`config.mk`:
```
export PLATFORM = sky130hd
export DESIGN_NAME = psk_tx_scheduler
export DESIGN_NICKNAME = d
export VERILOG_FILES = /design/src/rtl/psk_pkg.sv /design/src/rtl/psk_crc8.sv /design/src/rtl/psk_tx_scheduler.sv
export SDC_FILE = /design/constraint.sdc
export NUM_CORES = 1
export LEC_CHECK = 0
export BUFFER_PORTS_ARGS = -buffer_cell sky130_fd_sc_hd__buf_2
export CAP_MARGIN = 20
export CORE_ASPECT_RATIO = 0.5
export CORE_MARGIN = 2
export CORE_UTILIZATION = 65
export DETAILED_ROUTE_END_ITERATION = 8
export PLACE_DENSITY = 0.83
export SLEW_MARGIN = 30
export SYNTH_ARGS = -nofsm -noshare
export SYNTH_HDL_FRONTEND = slang
export SYNTH_SLANG_ARGS = --single-unit
```
`constraint.sdc`:
```
create_clock -name clk_16M384 -period 8.85 [get_ports clk_16M384]
set_input_delay 1.3275 -clock clk_16M384 [delete_from_list [all_inputs] [get_ports clk_16M384]]
set_output_delay 1.3275 -clock clk_16M384 [all_outputs]
set_load 0.01 [all_outputs]
```
`src/rtl/psk_pkg.sv`:
```
// Shared definitions for the PSK transmit scheduler: FSM states, preamble
// start bit, CRC-8 constants and symbol field positions.
// Optional build macro: PSK_SCHED_CRC_EN adds the CRC state.
package psk_pkg;

    typedef enum logic [2:0] {
        ST_IDLE     = 3'd0,
        ST_PREAMBLE = 3'd1,
        ST_HEADER   = 3'd2,
        ST_PAYLOAD  = 3'd3,
`ifdef PSK_SCHED_CRC_EN
        ST_CRC      = 3'd4,
`endif
        ST_GUARD    = 3'd5
    } state_t;

    localparam logic       PRE_START_BIT = 1'b1;
    localparam logic [7:0] CRC_POLY      = 8'h07;
    localparam logic [7:0] CRC_INIT      = 8'h00;
    localparam int         SYM_I_BIT     = 1;
    localparam int         SYM_Q_BIT     = 0;

    // One byte of MSB-first CRC-8, no reflection.
    function automatic logic [7:0] crc8_next(input logic [7:0] crc, input logic [7:0] data);
        logic [7:0] c;
        c = crc ^ data;
        for (int i = 0; i < 8; i++) begin
            c = c[7] ? ((c << 1) ^ CRC_POLY) : (c << 1);
        end
        return c;
    endfunction

    // BPSK: the same bit on I and Q.
    function automatic logic [7:0] bpsk_sym(input logic b);
        logic [7:0] s;
        s            = '0;
        s[SYM_I_BIT] = b;
        s[SYM_Q_BIT] = b;
        return s;
    endfunction

    // QPSK: upper bit of the pair on I, lower on Q.
    function automatic logic [7:0] qpsk_sym(input logic [1:0] p);
        logic [7:0] s;
        s            = '0;
        s[SYM_I_BIT] = p[1];
        s[SYM_Q_BIT] = p[0];
        return s;
    endfunction

endpackage

```
`src/rtl/psk_crc8.sv`:
```
// Byte-serial CRC-8 accumulator, one byte per cycle, with synchronous clear.
// Only instantiated when PSK_SCHED_CRC_EN is defined.
module psk_crc8
    import psk_pkg::*;
(
    input  logic       clk_16M384,
    input  logic       rst_16M384,
    input  logic       clr,
    input  logic       valid,
    input  logic [7:0] data,
    output logic [7:0] crc
);

    // Accumulate one byte per valid cycle; clear restarts from the init value.
    always_ff @(posedge clk_16M384) begin
        if (rst_16M384 || clr) begin
            crc <= CRC_INIT;
        end else if (valid) begin
            crc <= crc8_next(crc, data);
        end
    end

endmodule

```
`src/rtl/psk_tx_scheduler.sv`:
```
// Frame-level transmit controller for the PSK modulator: BPSK preamble,
// BPSK length header, QPSK payload, optional CRC-8, idle guard slots.
// Optional build macro: PSK_SCHED_CRC_EN appends a 4-symbol CRC-8.
module psk_tx_scheduler
    import psk_pkg::*;
#(
    parameter int unsigned PRE_LEN   = 16,
    parameter int unsigned GUARD_LEN = 4
) (
    input  logic       clk_16M384,
    input  logic       rst_16M384,
    input  logic       en,
    input  logic [7:0] cfg_len,
    input  logic [7:0] s_tdata,
    input  logic       s_tvalid,
    output logic       s_tready,
    input  logic       s_tlast,
    output logic [7:0] m_tdata,
    output logic       m_tvalid,
    input  logic       m_tready,
    output logic       m_tlast,
    output logic       m_tuser,
    output logic       busy,
    output logic       frame_done,
    output logic       err_len
);

    localparam state_t POST_STATE = (GUARD_LEN == 0) ? ST_IDLE : ST_GUARD;

    state_t     state, state_nxt;
    logic [7:0] cnt, cnt_nxt;
    logic [7:0] len_q;
    logic [8:0] len_ext, byte_cnt, fetch_cnt;
    logic [1:0] pair, cur_pair;
    logic       ur;             // current payload slot is an underrun (idle) slot
    logic [7:0] cur_byte, hold_data, load_byte;
    logic       hold_full, pad;
    logic       start, load_req, load_ok, acc, fin_byte, qpsk_state;
`ifdef PSK_SCHED_CRC_EN
    logic       crc_load;
    logic [7:0] crc_val;
`endif

    assign len_ext   = {1'b0, len_q} + 9'd1;
    assign fin_byte  = (byte_cnt == len_ext);
    assign s_tready  = !hold_full && !pad && (fetch_cnt < len_ext) &&
                       (state == ST_HEADER || state == ST_PAYLOAD);
    assign acc       = s_tvalid && s_tready;
    // Held byte first, then a byte arriving this cycle, then padding zeros.
    assign load_ok   = hold_full || acc || pad;
    assign load_byte = hold_full ? hold_data : (acc ? s_tdata : 8'h00);
    assign busy      = (state != ST_IDLE);
`ifdef PSK_SCHED_CRC_EN
    assign qpsk_state = (state == ST_PAYLOAD) || (state == ST_CRC);
`else
    assign qpsk_state = (state == ST_PAYLOAD);
`endif

    // FSM state and per-state symbol counter.
    always_ff @(posedge clk_16M384) begin
        // NOTE: registers are written with <= so every flop samples pre-edge values.
        if (rst_16M384) begin
            state <= ST_IDLE;
            cnt   <= '0;
        end else begin
            state <= state_nxt;
            cnt   <= cnt_nxt;
        end
    end

    // Next state; each m_tready acknowledge advances one symbol slot.
    always_comb begin
        // NOTE: defaults first so no path leaves a signal unassigned (no latches).
        state_nxt = state;
        cnt_nxt   = cnt;
        start     = 1'b0;
        load_req  = 1'b0;
`ifdef PSK_SCHED_CRC_EN
        crc_load  = 1'b0;
`endif
        case (state)
            ST_IDLE: if (en && s_tvalid) begin
                state_nxt = ST_PREAMBLE;
                cnt_nxt   = '0;
                start     = 1'b1;
            end
            ST_PREAMBLE: if (m_tready) begin
                if (cnt == 8'(PRE_LEN - 1)) begin
                    state_nxt = ST_HEADER;
                    cnt_nxt   = '0;
                end else begin
                    cnt_nxt = cnt + 8'd1;
                end
            end
            ST_HEADER: if (m_tready) begin
                if (cnt == 8'd7) begin
                    state_nxt = ST_PAYLOAD;
                    load_req  = 1'b1;
                end else begin
                    cnt_nxt = cnt + 8'd1;
                end
            end
            ST_PAYLOAD: if (m_tready) begin
                if (!ur && pair == 2'd3 && fin_byte) begin
`ifdef PSK_SCHED_CRC_EN
                    state_nxt = ST_CRC;
                    crc_load  = 1'b1;
`else
                    state_nxt = POST_STATE;
                    cnt_nxt   = '0;
`endif
                end else if (ur || pair == 2'd3) begin
                    load_req = 1'b1;
                end
            end
`ifdef PSK_SCHED_CRC_EN
            ST_CRC: if (m_tready && pair == 2'd3) begin
                state_nxt = POST_STATE;
                cnt_nxt   = '0;
            end
`endif
            ST_GUARD: if (m_tready) begin
                if (cnt == 8'(GUARD_LEN - 1)) begin
                    state_nxt = ST_IDLE;
                end else begin
                    cnt_nxt = cnt + 8'd1;
                end
            end
            default: state_nxt = ST_IDLE;
        endcase
    end

    // Byte holding register, payload byte/pair tracking and status pulses.
    always_ff @(posedge clk_16M384) begin
        if (rst_16M384) begin
            // NOTE: data registers are reset too so a dropped byte never reappears.
            len_q      <= '0;
            byte_cnt   <= '0;
            fetch_cnt  <= '0;
            pair       <= '0;
            ur         <= 1'b0;
            cur_byte   <= '0;
            hold_data  <= '0;
            hold_full  <= 1'b0;
            pad        <= 1'b0;
            frame_done <= 1'b0;
            err_len    <= 1'b0;
        end else begin
            frame_done <= m_tready && m_tlast;
            err_len    <= acc && (s_tlast ? (fetch_cnt != {1'b0, len_q})
                                          : (fetch_cnt == {1'b0, len_q}));
            if (start) begin
                len_q     <= cfg_len;
                byte_cnt  <= '0;
                fetch_cnt <= '0;
                pad       <= 1'b0;
                hold_full <= 1'b0;
                ur        <= 1'b0;
                pair      <= '0;
            end
            if (acc) begin
                fetch_cnt <= fetch_cnt + 9'd1;
                if (s_tlast && fetch_cnt != {1'b0, len_q}) pad <= 1'b1;
            end
            // A byte arriving exactly when one is due bypasses the register.
            if (acc && !load_req) begin
                hold_data <= s_tdata;
                hold_full <= 1'b1;
            end else if (load_req && hold_full) begin
                hold_full <= 1'b0;
            end
            if (load_req) begin
                pair <= '0;
                if (load_ok) begin
                    cur_byte <= load_byte;
                    byte_cnt <= byte_cnt + 9'd1;
                    ur       <= 1'b0;
                end else begin
                    ur <= 1'b1;
                end
            end
`ifdef PSK_SCHED_CRC_EN
            else if (crc_load) begin
                cur_byte <= crc_val;
                pair     <= '0;
            end
`endif
            else if (m_tready && qpsk_state) begin
                pair <= pair + 2'd1;
            end
        end
    end

    // Select the current bit pair of the byte, MSB pair first.
    always_comb begin
        case (pair)
            2'd0:    cur_pair = cur_byte[7:6];
            2'd1:    cur_pair = cur_byte[5:4];
            2'd2:    cur_pair = cur_byte[3:2];
            default: cur_pair = cur_byte[1:0];
        endcase
    end

    // Symbol output decode from registered state.
    always_comb begin
        m_tdata  = '0;
        m_tvalid = 1'b0;
        m_tlast  = 1'b0;
        m_tuser  = 1'b0;
        case (state)
            ST_PREAMBLE: begin
                m_tdata  = bpsk_sym(PRE_START_BIT ^ cnt[0]);
                m_tvalid = 1'b1;
                m_tuser  = 1'b1;
            end
            ST_HEADER: begin
                m_tdata  = bpsk_sym(len_q[3'd7 - cnt[2:0]]);
                m_tvalid = 1'b1;
                m_tuser  = 1'b1;
            end
            ST_PAYLOAD: if (!ur) begin
                m_tdata  = qpsk_sym(cur_pair);
                m_tvalid = 1'b1;
`ifndef PSK_SCHED_CRC_EN
                m_tlast  = (pair == 2'd3) && fin_byte;
`endif
            end
`ifdef PSK_SCHED_CRC_EN
            ST_CRC: begin
                m_tdata  = qpsk_sym(cur_pair);
                m_tvalid = 1'b1;
                m_tlast  = (pair == 2'd3);
            end
`endif
            default: ;
        endcase
    end

`ifdef PSK_SCHED_CRC_EN
    psk_crc8 u_crc (
        .clk_16M384 (clk_16M384),
        .rst_16M384 (rst_16M384),
        .clr        (start),
        .valid      (load_req && load_ok),
        .data       (load_byte),
        .crc        (crc_val)
    );
`endif

endmodule

```
==> results.sh <==
export IMPL_drt_iter0_markers=413
export IMPL_synth_compound_area_share_pct=24.5
export IMPL_grt_ovfl_total=0
export IMPL_hold_ws_ns=0.474
export IMPL_synth_edf_count=0
export IMPL_yosysSeqAreaShare_pct=30.4
export IMPL_synth_top_area_share_pct=30.4
export IMPL_synth_adder_area_share_pct=5.70
export IMPL_worstPathRequired_ns=7.52
export IMPL_critPathMaxFanout=9
export IMPL_nets=551
export IMPL_fin_ws_ns=4.46
export IMPL_leakage_nw=1.65
export IMPL_slew_violations=0
export IMPL_dieArea_mm2=0.00676
export IMPL_start_util_pct=66.1
export IMPL_yosysMostFrequentCell="dfxtp_1"
export IMPL_place_area_mm2=0.00407
export IMPL_wirelength_um=9740
export IMPL_finalCritPeriodShare_pct=49.7
export IMPL_finalSetupViolCount=0
export IMPL_tightest_slew_ns=0.754
export IMPL_antenna_found_initial=0
export IMPL_layout_drive_gt1_share_pct=12.2
export IMPL_clk_path_buf_depth=2
export IMPL_grt_pass1_vias=3197
export IMPL_synth_area_top_cells="dfxtp_1, a21oi_1, ha_1"
export IMPL_grt_setup_unrepaired="false"
export IMPL_cts_sinks=60
export IMPL_drc=0
export IMPL_ff_latch_area_mm2=0.00120
export IMPL_synth_simple_gate_area_share_pct=25.2
export IMPL_status="finished, final reports clean"
export IMPL_hpwl_um=6800
export IMPL_drtAntennaViolNets=0
export IMPL_yosysTopAreaCell="dfxtp_1"
export IMPL_slowest_stage="dfxtp_1"
export IMPL_start_kind="flip-flop"
export IMPL_syn_area_per_cell_um2=7.89
export IMPL_multi_input_area_mm2=0.00254
export IMPL_vias_per_cell=6.36
export IMPL_syn_cell_area_mm2=0.00395
export IMPL_dr_pass1_iters=5
export IMPL_finalCriticalPeriod_ns=4.39
export IMPL_grt_util_all_layers_pct=30.0
export IMPL_die_w_um=114
export IMPL_fin_total_pwr_uw=867
export IMPL_hp_class="flip-flop to flip-flop"
export IMPL_coreArea_mm2=0.00598
export IMPL_cts_buffers_inserted=9
export IMPL_ys_ff_latch=60
export IMPL_cp_arrival_ns=3.07
export IMPL_syn_to_final_growth_pct=10.4
export IMPL_power_density_mw_per_mm2=199
export IMPL_crit_family="simple AND/OR/NAND/NOR gates"
export IMPL_insertion_delay_ns=0.33
export IMPL_grt_pass1_wl_um=15600
export IMPL_slew_headroom_pct=49.6
export IMPL_fin_skew_ns=0.00653
export IMPL_fmax_ghz=0.228
export IMPL_drv_cap=0
export IMPL_ios=37
export IMPL_dr_total_vias=3774
export IMPL_port_buffers=30
export IMPL_ctsHoldBuffers=0
export IMPL_max_stage_delay_ns=0.43
export IMPL_place_ws_ns=4.69
export IMPL_synth_flop_cell="dfxtp_1"
export IMPL_path_buf_inv=1
export IMPL_synth_xor_area_share_pct=6.05
export IMPL_cts_tree="done"
export IMPL_crit_path_end_kind="output pin"
export IMPL_die_h_um=59.1
export IMPL_ys_async_sr_fraction_pct=0
export IMPL_design_area_mm2=0.00436
export IMPL_irDropWorstVdd_v=0.000142
export IMPL_htreeDepth=3
export IMPL_nFillCells=466
export IMPL_grt_max_degree=64
export IMPL_hold_viol=0
export IMPL_setup_tns_ns=0
export IMPL_post_cts_setup_buffer_count=0
export IMPL_ctsResizeCount=0
export IMPL_syn_inst=501
export IMPL_wl_per_cell_um=16.4
export IMPL_antenna_cells=0
export IMPL_rows=20
export IMPL_synthMuxAreaShare_pct=1.93
export IMPL_ys_types=64
export IMPL_synth_top_family_by_area="simple AND/OR/NAND/NOR gates"
export IMPL_path_clk_slew_ns=0.06
export IMPL_synth_commonest_cells="dfxtp_1, a21oi_1, o21ai_0"
export IMPL_ys_warn_count=0
export IMPL_crit_top_cell="nand3_1"
export IMPL_crit_chain="ha_1, nand3_1, nor2_1, nand3_1, ha_1, nand3_1, a21oi_1, o41a_1, nor4_1, buf_2"
export IMPL_clockRootBuffer="clkbuf_16"
export IMPL_critPathKind="flip-flop to output pin"
export IMPL_place_congestion=0.923
## kinds of logic after synthesis
| logic type | after synthesis |
|---|---|
| simple gates | 187 |
| compound gates | 151 |
| flops | 60 |
| buf+inv | 55 |
| xor+xnor | 24 |
| fa+ha+maj | 18 |
| mux | 5 |
| other cells | 1 |
## final cells by class
class | count | area share, %
Tap cell | 77 | 2.21
Clock buffer | 10 | 5.25
Clock inverter | 6 | 1.46
Timing Repair Buffer | 33 | 4.04
Multi-Input combinational cell | 391 | 58.1
Sequential cell | 60 | 27.5
Inverter | 16 | 1.38
## report_power, final
part / internal, mW / total [mW] / leakage, nW / switching (mW)
registers: 0.283 / 0.311 / 0.485 / 0.0284
logic: 0.0803 / 0.208 / 1.03 / 0.128
clock network: 0.218 / 0.348 / 0.139 / 0.130
## worst paths after layout
path | startpoint | endpoint | slack [ns] | depth (start not counted)
setup reg to reg | len_q[0]$_SDFFE_PP0P_ | cur_byte[3]$_SDFFE_PP0P_ | 4.66 | 12
hold reg to reg | hold_data[7]$_SDFFE_PP0P_ | hold_data[7]$_SDFFE_PP0P_ | 0.47 | 2
setup / recovery | len_q[0]$_SDFFE_PP0P_ | s_tready | 4.46 | 10
hold / removal | hold_data[7]$_SDFFE_PP0P_ | hold_data[7]$_SDFFE_PP0P_ | 0.47 | 2
## worst min-delay path, stage by stage, from the launching register on
cell     delay [ns]
dfxtp_1        0.31
o21ai_0        0.06
a21oi_1        0.06
## layout by cell type, fill, tap and decap left out, types with 10 or more instances in the layout
cell / instances
a21oi_1: 49
and3_1: 10
buf_2: 30
dfxtp_1: 60
ha_1: 18
inv_1: 16
nand2_1: 34
nand2b_1: 16
nand3_1: 22
nand4_1: 10
nor2_1: 37
nor2b_1: 10
nor3_1: 16
o21ai_0: 39
xor2_1: 13
## flip-flops by register name, indices dropped and copies added, names as in the netlist, 2 cells and up
signal	flops
byte_cnt	9
cnt	8
cur_byte	8
fetch_cnt	9
hold_data	8
len_q	8
pair	2
state	3
## per-stage QoR
| stage | std cells | utilization, % |
|---|---|---|
| final | 593 | 73.0 |
| after global routing | 593 | 73.0 |
| after CTS | 593 | 73.0 |
| after detailed placement | 577 | 68.1 |
| after global placement | 576 | 67.9 |
| after floorplan | 506 | - |
## metal layers
layer  wire length [µm]  part of all wire [%]  up-vias  GRT usage, %
met5                  0                     0        -             0
met4                 91                  0.93        0          7.32
met3                841                   8.6       12          7.57
met2               4170                    43      159          44.6
met1               4630                    48     1750          44.0
li1                   -                     -     1853             -
Note: power is estimated with default switching activity, not from simulation.
